--- config.mk ---
export PLATFORM = sky130hd
export DESIGN_NAME = sparse_dot_pe
export DESIGN_NICKNAME = d
export VERILOG_FILES = /design/src/rtl/sparse_dot_pe_pkg.sv /design/src/rtl/sparse_dot_pe_fifo.sv /design/src/rtl/sparse_dot_pe.sv
export SDC_FILE = /design/constraint.sdc
export NUM_CORES = 1
export LEC_CHECK = 0
export ABC_AREA = 1
export CAP_MARGIN = 20
export CORE_ASPECT_RATIO = 1.4
export CORE_MARGIN = 2
export CORE_UTILIZATION = 30
export CTS_CLUSTER_DIAMETER = 120
export DETAILED_ROUTE_END_ITERATION = 8
export GPL_TIMING_DRIVEN = 1
export HOLD_SLACK_MARGIN = 0.1
export SYNTH_ARGS = -nofsm -noshare
export SYNTH_HDL_FRONTEND = slang
export SYNTH_SLANG_ARGS = --single-unit
--- constraint.sdc ---
create_clock -name clk -period 8 [get_ports clk]
set_input_delay 1.6 -clock clk [delete_from_list [all_inputs] [get_ports clk]]
set_output_delay 1.6 -clock clk [all_outputs]
set_load 0.03 [all_outputs]
--- src/rtl/sparse_dot_pe_pkg.sv ---
`default_nettype none
// ============================================================================
//  Module      : sparse_dot_pe_pkg
//  Description : Shared defaults, FSM state encoding and helper functions for
//                the sparse dot-product processing element.
//  Revision    : 1.0  initial release
// ============================================================================
package sparse_dot_pe_pkg;

    localparam int DATA_W_DEF = 16;
    localparam int IDX_W_DEF  = 5;
    localparam int ACC_W_DEF  = 40;

    // FSM state encoding
    localparam logic [1:0] ST_IDLE  = 2'd0;
    localparam logic [1:0] ST_RUN   = 2'd1;
    localparam logic [1:0] ST_DRAIN = 2'd2;
    localparam logic [1:0] ST_DONE  = 2'd3;

    // Occupancy counter width: one extra bit so "full" (count == depth) fits.
    function automatic int cnt_width(input int depth);
        return $clog2(depth) + 1;
    endfunction

endpackage
`default_nettype wire

--- src/rtl/sparse_dot_pe_fifo.sv ---
`default_nettype none
// ============================================================================
//  Module      : sparse_fifo
//  Description : Circular-buffer FIFO with registered storage. The head entry
//                is always visible on head_o while not empty. A push on a full
//                FIFO is accepted only when a pop happens in the same cycle;
//                otherwise it is dropped and overflow_pulse_o is raised.
//  Ports       : clk, rst (sync, active-low), push_i, pop_i, wdata_i,
//                head_o, empty_o, full_o, overflow_pulse_o
//  Revision    : 1.0  initial release
// ============================================================================
module sparse_fifo
    import sparse_dot_pe_pkg::*;
#(
    parameter int WIDTH = 21,
    parameter int DEPTH = 4
) (
    input  logic             clk,
    input  logic             rst,
    input  logic             push_i,
    input  logic             pop_i,
    input  logic [WIDTH-1:0] wdata_i,
    output logic [WIDTH-1:0] head_o,
    output logic             empty_o,
    output logic             full_o,
    output logic             overflow_pulse_o
);

    localparam int PTR_W = $clog2(DEPTH);
    localparam int CNT_W = cnt_width(DEPTH);

    logic [WIDTH-1:0] mem_q [DEPTH];
    logic [PTR_W-1:0] rd_ptr_q, rd_ptr_d;
    logic [PTR_W-1:0] wr_ptr_q, wr_ptr_d;
    logic [CNT_W-1:0] count_q, count_d;

    logic do_pop;
    logic do_push;

    assign empty_o = (count_q == '0);
    assign full_o  = (count_q == CNT_W'(DEPTH));
    assign head_o  = mem_q[rd_ptr_q];

    assign do_pop  = pop_i && !empty_o;
    // When full, a write fits only into the slot freed by a same-cycle pop.
    assign do_push = push_i && (!full_o || do_pop);
    assign overflow_pulse_o = push_i && full_o && !do_pop;

    always_comb begin
        rd_ptr_d = rd_ptr_q;
        wr_ptr_d = wr_ptr_q;
        if (do_pop)  rd_ptr_d = rd_ptr_q + PTR_W'(1);
        if (do_push) wr_ptr_d = wr_ptr_q + PTR_W'(1);
        count_d = count_q + CNT_W'(do_push) - CNT_W'(do_pop);
    end

    always_ff @(posedge clk) begin
        if (!rst) begin
            rd_ptr_q <= '0;
            wr_ptr_q <= '0;
            count_q  <= '0;
        end else begin
            rd_ptr_q <= rd_ptr_d;
            wr_ptr_q <= wr_ptr_d;
            count_q  <= count_d;
        end
    end

    // Storage needs no reset: entries are only read while counted valid.
    always_ff @(posedge clk) begin
        if (do_push) mem_q[wr_ptr_q] <= wdata_i;
    end

endmodule
`default_nettype wire

--- src/rtl/sparse_dot_pe.sv ---
`default_nettype none
// ============================================================================
//  Module      : sparse_dot_pe
//  Description : Sparse dot-product PE for a systolic array. Left and upper
//                index-sorted streams are forwarded right/down with one cycle
//                latency. Mask-selected elements are buffered per side, merged
//                by index; equal indices are multiplied (pipelined) and summed.
//  Ports       : clk, rst (sync, active-low)
//                mask_conf/new_mask            : local mask load
//                *_i_le / *_i_up               : left / upper input streams
//                *_o_ri / *_o_do               : forwarded streams
//                result/result_valid           : framed dot-product output
//                busy, overflow (sticky)       : status
//  Revision    : 1.0  initial release
// ============================================================================
module sparse_dot_pe
    import sparse_dot_pe_pkg::*;
#(
    parameter int DATA_W     = DATA_W_DEF,
    parameter int IDX_W      = IDX_W_DEF,
    parameter int MASK_W     = 2**IDX_W,
    parameter int DEPTH      = 4,
    parameter int MUL_STAGES = 2,
    parameter int ACC_W      = ACC_W_DEF
) (
    input  logic              clk,
    input  logic              rst,
    input  logic              mask_conf,
    input  logic [MASK_W-1:0] new_mask,
    input  logic              valid_i_le,
    input  logic              last_i_le,
    input  logic [IDX_W-1:0]  index_i_le,
    input  logic [DATA_W-1:0] data_i_le,
    input  logic              valid_i_up,
    input  logic              last_i_up,
    input  logic [IDX_W-1:0]  index_i_up,
    input  logic [DATA_W-1:0] data_i_up,
    output logic              valid_o_ri,
    output logic              last_o_ri,
    output logic [IDX_W-1:0]  index_o_ri,
    output logic [DATA_W-1:0] data_o_ri,
    output logic              valid_o_do,
    output logic              last_o_do,
    output logic [IDX_W-1:0]  index_o_do,
    output logic [DATA_W-1:0] data_o_do,
    output logic [ACC_W-1:0]  result,
    output logic              result_valid,
    output logic              busy,
    output logic              overflow
);

    localparam int ENT_W = IDX_W + DATA_W;
    localparam int FWD_W = ENT_W + 2;
    localparam int PRD_W = 2 * DATA_W;

    // ------------------------------------------------------------------
    // Forwarding: unconditional one-cycle register per stream
    // ------------------------------------------------------------------
    logic [FWD_W-1:0] fwd_le_q;
    logic [FWD_W-1:0] fwd_up_q;

    always_ff @(posedge clk) begin
        if (!rst) begin
            fwd_le_q <= '0;
            fwd_up_q <= '0;
        end else begin
            fwd_le_q <= {valid_i_le, last_i_le, index_i_le, data_i_le};
            fwd_up_q <= {valid_i_up, last_i_up, index_i_up, data_i_up};
        end
    end

    assign {valid_o_ri, last_o_ri, index_o_ri, data_o_ri} = fwd_le_q;
    assign {valid_o_do, last_o_do, index_o_do, data_o_do} = fwd_up_q;

    // ------------------------------------------------------------------
    // Local mask; same-cycle elements still see the previous value
    // ------------------------------------------------------------------
    logic [MASK_W-1:0] mask_q;

    always_ff @(posedge clk) begin
        if (!rst)           mask_q <= '0;
        else if (mask_conf) mask_q <= new_mask;
    end

    // ------------------------------------------------------------------
    // Per-side FIFOs
    // ------------------------------------------------------------------
    logic             push_le, push_up;
    logic             pop_le, pop_up;
    logic [ENT_W-1:0] head_le, head_up;
    logic             empty_le, empty_up;
    logic             full_le, full_up;
    logic             ovf_le, ovf_up;

    assign push_le = valid_i_le && mask_q[index_i_le];
    assign push_up = valid_i_up && mask_q[index_i_up];

    sparse_fifo #(.WIDTH(ENT_W), .DEPTH(DEPTH)) u_fifo_le (
        .clk              (clk),
        .rst              (rst),
        .push_i           (push_le),
        .pop_i            (pop_le),
        .wdata_i          ({index_i_le, data_i_le}),
        .head_o           (head_le),
        .empty_o          (empty_le),
        .full_o           (full_le),
        .overflow_pulse_o (ovf_le)
    );

    sparse_fifo #(.WIDTH(ENT_W), .DEPTH(DEPTH)) u_fifo_up (
        .clk              (clk),
        .rst              (rst),
        .push_i           (push_up),
        .pop_i            (pop_up),
        .wdata_i          ({index_i_up, data_i_up}),
        .head_o           (head_up),
        .empty_o          (empty_up),
        .full_o           (full_up),
        .overflow_pulse_o (ovf_up)
    );

    logic [IDX_W-1:0]  hidx_le, hidx_up;
    logic [DATA_W-1:0] hdat_le, hdat_up;

    assign {hidx_le, hdat_le} = head_le;
    assign {hidx_up, hdat_up} = head_up;

    // ------------------------------------------------------------------
    // Control state
    // ------------------------------------------------------------------
    logic [1:0]  state_q, state_d;
    logic        seen_le_q, seen_le_d;
    logic        seen_up_q, seen_up_d;
    logic        pend_le_q, pend_le_d;
    logic        pend_up_q, pend_up_d;
    logic        mul_issue;

    logic                  last_le, last_up;
    logic [MUL_STAGES-1:0] pvld_q;

    assign last_le = valid_i_le && last_i_le;
    assign last_up = valid_i_up && last_i_up;

    // Merge: one decision per cycle, only while a vector is running
    always_comb begin
        pop_le    = 1'b0;
        pop_up    = 1'b0;
        mul_issue = 1'b0;
        if (state_q == ST_RUN) begin
            if (!empty_le && !empty_up) begin
                if (hidx_le == hidx_up) begin
                    pop_le    = 1'b1;
                    pop_up    = 1'b1;
                    mul_issue = 1'b1;
                end else if (hidx_le < hidx_up) begin
                    pop_le = 1'b1;
                end else begin
                    pop_up = 1'b1;
                end
            end else if (!empty_le && seen_up_q) begin
                pop_le = 1'b1;      // upper side exhausted: discard left
            end else if (!empty_up && seen_le_q) begin
                pop_up = 1'b1;      // left side exhausted: discard upper
            end
        end
    end

    always_comb begin
        state_d   = state_q;
        seen_le_d = seen_le_q;
        seen_up_d = seen_up_q;
        pend_le_d = pend_le_q;
        pend_up_d = pend_up_q;
        case (state_q)
            ST_IDLE: begin
                seen_le_d = seen_le_q | last_le;
                seen_up_d = seen_up_q | last_up;
                // Elements or last flags carried over from DRAIN/DONE also
                // start a vector; they may not be followed by fresh input.
                if (valid_i_le || valid_i_up || !empty_le || !empty_up ||
                    seen_le_q || seen_up_q)
                    state_d = ST_RUN;
            end
            ST_RUN: begin
                seen_le_d = seen_le_q | last_le;
                seen_up_d = seen_up_q | last_up;
                if (seen_le_q && seen_up_q && empty_le && empty_up)
                    state_d = ST_DRAIN;
            end
            ST_DRAIN: begin
                pend_le_d = pend_le_q | last_le;
                pend_up_d = pend_up_q | last_up;
                if (pvld_q == '0)
                    state_d = ST_DONE;
            end
            ST_DONE: begin
                // Last flags of the next vector become active as IDLE begins
                seen_le_d = pend_le_q | last_le;
                seen_up_d = pend_up_q | last_up;
                pend_le_d = 1'b0;
                pend_up_d = 1'b0;
                state_d   = ST_IDLE;
            end
            default: state_d = ST_IDLE;
        endcase
    end

    always_ff @(posedge clk) begin
        if (!rst) begin
            state_q   <= ST_IDLE;
            seen_le_q <= 1'b0;
            seen_up_q <= 1'b0;
            pend_le_q <= 1'b0;
            pend_up_q <= 1'b0;
        end else begin
            state_q   <= state_d;
            seen_le_q <= seen_le_d;
            seen_up_q <= seen_up_d;
            pend_le_q <= pend_le_d;
            pend_up_q <= pend_up_d;
        end
    end

    // ------------------------------------------------------------------
    // Multiplier pipeline and accumulator
    // ------------------------------------------------------------------
    logic signed [PRD_W-1:0] prod_q [MUL_STAGES];
    logic signed [PRD_W-1:0] prod_now;
    logic signed [ACC_W-1:0] prod_ext;
    logic signed [ACC_W-1:0] acc_q, acc_d;

    assign prod_now = $signed(hdat_le) * $signed(hdat_up);
    assign prod_ext = ACC_W'(prod_q[MUL_STAGES-1]);

    always_ff @(posedge clk) begin
        if (!rst) begin
            pvld_q <= '0;
        end else begin
            pvld_q[0] <= mul_issue;
            for (int s = 1; s < MUL_STAGES; s++) pvld_q[s] <= pvld_q[s-1];
        end
    end

    always_ff @(posedge clk) begin
        prod_q[0] <= prod_now;
        for (int s = 1; s < MUL_STAGES; s++) prod_q[s] <= prod_q[s-1];
    end

    always_comb begin
        acc_d = acc_q;
        if (state_q == ST_DONE)          acc_d = '0;
        else if (pvld_q[MUL_STAGES-1])   acc_d = acc_q + prod_ext;
    end

    // ------------------------------------------------------------------
    // Outputs
    // ------------------------------------------------------------------
    logic [ACC_W-1:0] result_q;
    logic             result_valid_q;
    logic             overflow_q;

    always_ff @(posedge clk) begin
        if (!rst) begin
            acc_q          <= '0;
            result_q       <= '0;
            result_valid_q <= 1'b0;
            overflow_q     <= 1'b0;
        end else begin
            acc_q          <= acc_d;
            result_valid_q <= (state_q == ST_DONE);
            if (state_q == ST_DONE) result_q <= acc_q;
            if (ovf_le || ovf_up)   overflow_q <= 1'b1;
        end
    end

    assign result       = result_q;
    assign result_valid = result_valid_q;
    assign overflow     = overflow_q;
    assign busy         = (state_q != ST_IDLE);

endmodule
`default_nettype wire

# [Word-level counts from Yosys, hierarchy flattened]
# Memories as Yosys holds them, arrays and structs flattened. A register that Yosys moved wholly into a read port is not among the register bits.
# Index checks and enable logic that the tools add are counted.
[op_classes] magnitude_cmp=3 add_sub_neg=9 reduce_logical=43 n_mux=32 n_bitwise=5 n_mul=1 div=0 eq_ne=9 shifts=0
[ops] op="adder 40 x 32 -> 40 bit" count=1
[ops] op="multiplier 16 x 16 -> 32 bit" count=1
[ops] op="logical AND 1 bit" count=18
[ops] op="2-to-1 mux 1 bit" count=18
[ops] op="2-to-1 mux 2 bit" count=7
[ops] op="< comparator 5 x 6 -> 1 bit (second input constant)" count=2
[ops] op="binary-select mux 1 bit (select 5 bit)" count=2
[ops] op="adder 2 x 1 -> 2 bit (second input constant)" count=4
[ops] op="logical OR 1 bit" count=8
[ops] op="case mux 1 bit (2 select lines)" count=4
[ops] op="case mux 2 bit (4 select lines)" count=1
[ops] op="adder 3 x 1 -> 3 bit" count=2
[ops] op="== test 3 bit (second input constant)" count=2
[ops] op="zero test 1 bit" count=6
[ops] op="zero test 3 bit" count=2
[ops] op="AND reduction 3 bit" count=2
[ops] op="nonzero test 2 bit" count=3
[ops] op="subtractor 3 x 1 -> 3 bit" count=2
[ops] op="== test 5 bit" count=1
[ops] op="< comparator 5 bit" count=1
[ops] op="== test 2 bit (second input constant)" count=2
[ops] op="zero test 2 bit" count=2
[ops] op="inequality test 2 bit (second input constant)" count=2
[ops] op="bitwise OR 1 bit" count=4
[ops] op="other kinds (4)" count=5
[word_totals] romBits=0 mem_count=3 regBits=182 inputBits=81 output_inout_bits=89 word_cells=125 latch_bits=0 mem_bits_rw=232
[memory_table] memory="u_fifo_le.mem_q" depth=4 word_bits=21 rd=1 rd_clocked_by_memory_dff=1 wr=1 line_no="sparse_dot_pe_fifo.sv:32" source="logic [WIDTH-1:0] mem_q [DEPTH];"
[memory_table] memory="u_fifo_up.mem_q" depth=4 word_bits=21 rd=1 rd_clocked_by_memory_dff=1 wr=1 line_no="sparse_dot_pe_fifo.sv:32"
[memory_table] memory="prod_q" depth=2 word_bits=32 rd=2 rd_clocked_by_memory_dff=0 wr=2 line_no="sparse_dot_pe.sv:227" source="logic signed [PRD_W-1:0] prod_q [MUL_STAGES];"

# [Longest topological paths before layout]
# Gate-level depths: netlist of the first run.
[logic_depth] ltp_word=12 ltp_mapped=30 ltp_nobuf=27

# [By module]
# A second synthesis of the first run with hierarchy kept.
[unflattened] hier_cells=3394 area_unflattened_um2=28387.2
[by_module_without_submodules] mod="sparse_dot_pe" cells_each=2844 seq_area_each_um2=4644.5 instances=1 area_per_inst_um2=21069.0
[by_module_without_submodules] mod="sparse_fifo (u_fifo_up)" cells_each=275 seq_area_each_um2=2702.6 instances=1 area_per_inst_um2=3674.8
[by_module_without_submodules] mod="sparse_fifo (u_fifo_le)" cells_each=275 seq_area_each_um2=2702.6 instances=1 area_per_inst_um2=3643.5

# [Worst setup path before layout of the first run]
# OpenSTA, ideal clock, no wires.
[synth_timing] path_kind="reg-to-reg" startpoint="register with a tool-made name" endpoint="memory prod_q[0][28] (netlist bit)" path_stages_with_launch=22 slack_ps=2126 setup_ps=113 required_time_ps=7887 arrival_ps=5762 path_buffers=2 synth_period_minus_slack_ps=5874 path_cell_list="dfxtp_1 -> buf_4 -> buf_2 -> nand2_1 -> a32oi_4 -> inv_2 -> nor2_1 -> fa_1 -> fa_1 -> inv_1 -> fa_1 -> fa_1 -> fa_1 -> fa_1 -> inv_1 -> ha_1 -> nand2_1 -> nor2_1 -> nand2_1 -> or2_2 -> nand4_1 -> nand2_1"
[synth_rtl] element="end: declaration" line_no="sparse_dot_pe.sv:227"

==> results of run 1 <==
[layout by cell type (no fill, tap or decap), drive strengths merged, types with 2 or more instances in the layout]
master         instances
a31oi                  5
nand3                159
nor4                   5
a21boi                 4
xor2                  38
a21oi                165
bufinv                 4
and2                   2
fa                   265
dfxtp                250
nor3                  10
xnor2                 16
clkinvlp               4
nand3b                 3
a21o                   6
nor2                 342
o21bai                12
clkbuf                55
or2                    2
o22ai                  6
buf                   53
inv                  662
o21a                   2
a32oi                 31
edfxtp               168
nand2                710
ha                   143
a32o                   5
nand4                 20
clkdlybuf4s50        168
o211ai                 2
a31o                   2
clkinv                19
o21ai                149
[final cells by class]
cell class,instances,area (um^2)
fill,9524,60000
multi-input combinational,2109,15000
sequential,418,10000
inverter,665,2510
timing repair buffer,221,2140
tap,1206,1510
clock buffer,55,1160
clock inverter,24,298
antenna,1,2.50
[flip-flops by register name, indices dropped and copies added, names as in the netlist, 2 cells and up, named ones only]
register and cells:
u_fifo_le.mem_q 84, result 40, state_q 2, fwd_up_q 23
u_fifo_le.count_q 3, prod_q 64, u_fifo_up.rd_ptr_q 2, u_fifo_le.wr_ptr_q 2
mask_q 32, u_fifo_up.mem_q 84, acc_q 40, u_fifo_up.count_q 3
u_fifo_le.rd_ptr_q 2, pvld_q 2, fwd_le_q 23, u_fifo_up.wr_ptr_q 2
[through the flow]
| stage | cell area, um^2 | instances | worst slack [ps] |
|---|---|---|---|
| 6_report | 32700 | 4699 | 790 |
| 5_1_grt | 32700 | 4698 | 330 |
| 4_1_cts | 32600 | 4696 | 758 |
| 3_5_place_dp | 31200 | 4617 | 829 |
| 3_3_place_gp | 31100 | 4616 | 891 |
| 2_1_floorplan | 28000 | 3289 | 2130 |
[layer usage]
| layer | track usage, % | part of all wire, % | vias to the layer above |
|---|---|---|---|
| met1 | 17.4 | 40 | 10300 |
| met3 | 2.22 | 4.0 | 154 |
| met4 | 6.91 | 4.5 | 0 |
| li1 | - | - | 10500 |
| met5 | 0 | 0 | - |
| met2 | 29.0 | 52 | 491 |
[how the worst max path moves through the flow]
stage | startpoint | to | slack [ps] | cells past startpoint
after detailed placement | flip-flop | prod_q[0][30]$_DFF_P_ | 830 | 22
after global routing | flip-flop | prod_q[0][25]$_DFF_P_ | 330 | 26
after CTS | flip-flop | prod_q[0][30]$_DFF_P_ | 760 | 22
after global placement | flip-flop | prod_q[0][30]$_DFF_P_ | 890 | 22
after floorplan | flip-flop | prod_q[0][28]$_DFF_P_ | 2130 | 21
final | flip-flop | prod_q[0][30]$_DFF_P_ | 790 | 22
[worst max-delay path: stages (launching register included)]
cell and delay, ps:
dfxtp_1 320, inv_1 550, buf_4 320, a21oi_1 70, a32oi_2 330, inv_1 170
nor2_1 310, fa_1 540, fa_1 820, inv_1 120, fa_1 450, fa_1 540
inv_1 50, fa_1 550, fa_1 410, ha_1 360, nand2_1 90, inv_1 80
nand3_1 100, nor3_1 400, nand3_1 240, nand2_1 130, xor2_1 140
[kinds of logic (layout without fill, tap and decap cells)]
family,Yosys count,count (layout),share of synthesized area (%)
AOI/OAI and AO/OA,393,393,8.47
DFF,418,418,35.8
and+or+nand+nor,1254,1254,18.0
adders and majority gates,408,408,25.3
xor gates and xnor gates,54,54,1.69
buffers and inverters,762,965,10.8
other,0,1,0
==> summary.md, run 1 <==
| Metric | Value |
|---|---|
| Status | complete, no violations |
| Post-synth top area share | 18.9% |
| Total Routed Length | 74100 um |
| First-pass GRT wire length | 119000 um |
| Hold worst-path end | prod_q[0][36]$_DFF_P_ |
| Final design utilization | 35.3% |
| Clk_lat worst skew | 610 ps |
| Synth top area cells | fa_1 (19%), edfxtp_1 (18%), dfxtp_1 (18%) |
| Setup violations, final | 0 |
| Yosys warns | 0 |
| Cts bufs inserted | 43 |
| DPL Wire Length | 58800 um |
| Clock tree sinks | 418 |
| Reg2Reg Setup Slack | 790 ps |
| Syn avg cell area | 8.53 um^2 |
| Commonest cells in the netlist | nand2_1 (703), inv_1 (644), nor2_1 (340), fa_1 (265), dfxtp_1 (250) |
| Yosys top cell by area | fa_1 |
| Post-synth net total | 3778 |
| Most frequent cell after synthesis | nand2_1 |
| Number of synthesized flops with an enable pin | 168 |
| Die width | 262 um |
| Initial Util | 30.3% |
| Critical Path AT | 7710 ps |
| Number of DRC markers in iteration 0 | 1085 |
| Max_cap viols | 0 |
| Die Y | 366 um |
| Initial antenna violation count | 0 |
| Worst setup EP type | flip-flop |
| First-pass DRT Iterations | 5 |
| Clock skew | 45.1 ps |
| FF-to-FF End | prod_q[0][30]$_DFF_P_ |
| FF+latch count, synth | 418 |
| RSZ-0062 raised after global routing | no |
| Gr usage total | 15.5% |
| TritonCTS clock tree | done |
| Port bufs | 169 |
| Hold Vio Cnt, Final | 0 |
| CTS max path bufs | 3 |
| Relative slew slack | 29.1% |
| Core Area | 92700 um^2 |
| Via Count | 21500 |
| Routed vias/inst | 4.57 |
| Min-delay worst type | reg2reg |
| Hold wc startpoint | prod_q[0][4]$_DFF_P_ |
| Sequential area share after synthesis | 35.8% |
| Reg clk slew, reported paths | 60 ps |
| Largest net degree at the start of global routing | 72 |
| Synth cell types | 52 |
| Post-DRT Antenna Nets | 0 |
| Vias in the first global route | 22200 |
| Mapped cell area | 28000 um^2 |
| Synth async-reset ratio | 0% |
| WL/cell | 15.8 um |
| # resized after CTS | 0 |
| WS Path Type | reg2reg |
| Routability cong. | 0.973 |
| Post-CTS setup repair buffer count | 0 |
| Setup TNS | 0 ps |
| Share of layout cells above drive strength 1 | 4.98% |
| Crit-path max FO | 19 |
| Period utilization | 90.1% |
| Clock H-tree levels | 2 |
| Fmax | 139 MHz |
| Crit path required time | 8500 ps |
| I/O pins | 170 |
| Min-Delay Path Depth | 0 |
| Post-Syn Instances | 3289 |
| Worst Tran Pin Value | 1060 ps |
| R2R depth | 22 |
| Final-stage net count | 3947 |
| Startpoint types | flip-flop |
| Fin crit period | 7210 ps |
| Layout area overhead | 16.5% |
| Drc violations | 0 |
| Clock root cell | clkbuf_16 |
| Die ar. | 96000 um^2 |
| Top_reg_cell synth | dfxtp_1 |
| Hold-fix buffers at CTS | 0 |
| WHS | 323 ps |
| Max-slew violations | 0 |
| GRT overflow | 0 |
| FP Rows | 132 |
Power of run 1 is left out: the tool's default activity adds up to more than one toggle a clock period on the data nets, which glitch-free logic cannot reach.
==> run 2: changes to the inputs <==
Settings changed: CTS_CLUSTER_SIZE set to 30, MAX_ROUTING_LAYER set to met4.
==> run 2 against run 1 <==
Net effect: clock skew is 14 ps lower; cell count is 0.98% lower; sequential cell count stayed put; critical path depth stayed put; final area is 2.6% lower; sequential share of layout area is 0.82 points higher; highest routed layer unchanged; worst hold slack better by 0.75 ps; largest cell class unchanged.
==> summary.md, run 2 (same netlist as run 1, synthesis figures left out) <==
| Metric | Value |
|---|---|
| Worst setup EP type | flip-flop |
| DPL Wire Length | 59100 um |
| I/O pins | 170 |
| Initial Util | 30.3% |
| Setup TNS | 0 ps |
| Fin crit period | 7140 ps |
| GRT overflow | 0 |
| Clock skew | 30.9 ps |
| RSZ-0062 raised after global routing | no |
| Post-CTS setup repair buffer count | 0 |
| Vias in the first global route | 22000 |
| Hold Vio Cnt, Final | 0 |
| Crit-path max FO | 19 |
| Min-delay worst type | reg2reg |
| Max_cap viols | 0 |
| Total Routed Length | 73800 um |
| R2R depth | 22 |
| Gr usage total | 15.8% |
| FP Rows | 132 |
| Max-slew violations | 0 |
| First-pass GRT wire length | 119000 um |
| Hold-fix buffers at CTS | 0 |
| Period utilization | 89.2% |
| Worst Setup EP | prod_q[0][30]$_DFF_P_ |
| Reg2Reg Setup Slack | 860 ps |
| CTS max path bufs | 3 |
| Crit path required time | 8510 ps |
| Clk_lat worst skew | 580 ps |
| Die ar. | 96000 um^2 |
| Die width | 262 um |
| WS Path Type | reg2reg |
| Core Area | 92700 um^2 |
| Share of layout cells above drive strength 1 | 3.95% |
| Startpoint types | flip-flop |
| Worst Tran Pin Value | 1080 ps |
| Clock root cell | clkbuf_16 |
| Largest net degree at the start of global routing | 78 |
| Antenna cells | 0 |
| Commonest non-fill, non-tap cell in the layout | nand2_1 |
| TritonCTS clock tree | done |
| Reg clk slew, reported paths | 120 ps |
| Clock tree sinks | 418 |
| Number of DRC markers in iteration 0 | 1135 |
| Filler cells | 9647 |
| Setup violations, final | 0 |
| Final-stage net count | 3924 |
| Most frequent cells in the layout | nand2_1 (703), inv_1 (644), nor2_1 (332) |
| Largest registers | u_fifo_le.mem_q x84, u_fifo_up.mem_q x84, prod_q x64 |
| Layout area overhead | 13.5% |
| Final design utilization | 34.3% |
| Via Count | 21200 |
| Relative slew slack | 28.0% |
| Cts bufs inserted | 19 |
| First-pass DRT Iterations | 5 |
| Clock H-tree levels | 1 |
| FF-to-FF End | prod_q[0][30]$_DFF_P_ |
| Port bufs | 169 |
| Status | complete, no violations |
| Fmax | 140 MHz |
| WL/cell | 15.9 um |
| Die Y | 366 um |
| Post-DRT Antenna Nets | 0 |
| Drc violations | 0 |
| # resized after CTS | 0 |
| Initial antenna violation count | 0 |
| Critical Path AT | 7640 ps |
| Routed vias/inst | 4.56 |
| Routability cong. | 0.987 |
| Hold wc startpoint | prod_q[0][20]$_DFF_P_ |
-- run 2: changes by cell type in the layout (fill, tap and decap cells not counted), sizes merged --
cell | before | now
clkbuf | 55 | 28
clkinv | 19 | 9
bufinv | 4 | 0
clkinvlp | 4 | 0
buf | 53 | 54
diode | 1 | 0
inv | 662 | 661
-- run 2: final cells by class --
type / instances / area [um^2] / share of cell area [%]
Inverter: 665 / 2510 / 7.90
Tap cell: 1206 / 1510 / 4.74
Sequential cell: 418 / 10000 / 31.6
Clock buffer: 28 / 562 / 1.77
Multi-Input combinational cell: 2109 / 15000 / 47.1
Timing Repair Buffer: 222 / 2110 / 6.64
Clock inverter: 5 / 76.3 / 0.240
-- run 2: how the worst min path moves through the flow --
stage                                        to  slack (ps)  depth (start not counted)
after floorplan           prod_q[0][32]$_DFF_P_         310                          0
after global placement    prod_q[0][51]$_DFF_P_         310                          0
after detailed placement  prod_q[0][43]$_DFF_P_         310                          0
after CTS                 prod_q[0][52]$_DFF_P_         320                          0
after global routing      prod_q[0][52]$_DFF_P_         330                          0
final                     prod_q[0][52]$_DFF_P_         320                          0
-- run 2: critical path: stages (launching register included) --
cell and delay (ps):
dfxtp_1 330, inv_1 570, buf_4 320, a21oi_1 70
a32oi_2 310, inv_1 190, nor2_1 300, fa_1 540
fa_1 800, inv_1 110, fa_1 430, fa_1 540
inv_1 50, fa_1 550, fa_1 420, ha_1 360
nand2_1 100, inv_1 80, nand3_1 100, nor3_1 380
nand3_1 220, nand2_1 130, xor2_1 140
-- run 2: routing by layer --
layer  global-route usage (%)  part of all wire (%)  vias up
li1                         -                     -    10500
met1                     17.3                    40    10100
met2                     29.4                    52      485
met3                     1.35                   3.4      142
met4                     6.16                   4.1        0
met5                        -                     0        -
-- run 2: per-stage QoR --
stage	worst slack [ps]	hold slack (ps)	cells	instance area, um^2
floorplan	2130	310	3289	28000
global placement	942	310	4618	31100
detailed placement	835	312	4618	31100
CTS	814	322	4651	31800
global route	369	334	4653	31800
finish	862	323	4653	31800
Power of run 2 is left out for the same reason.
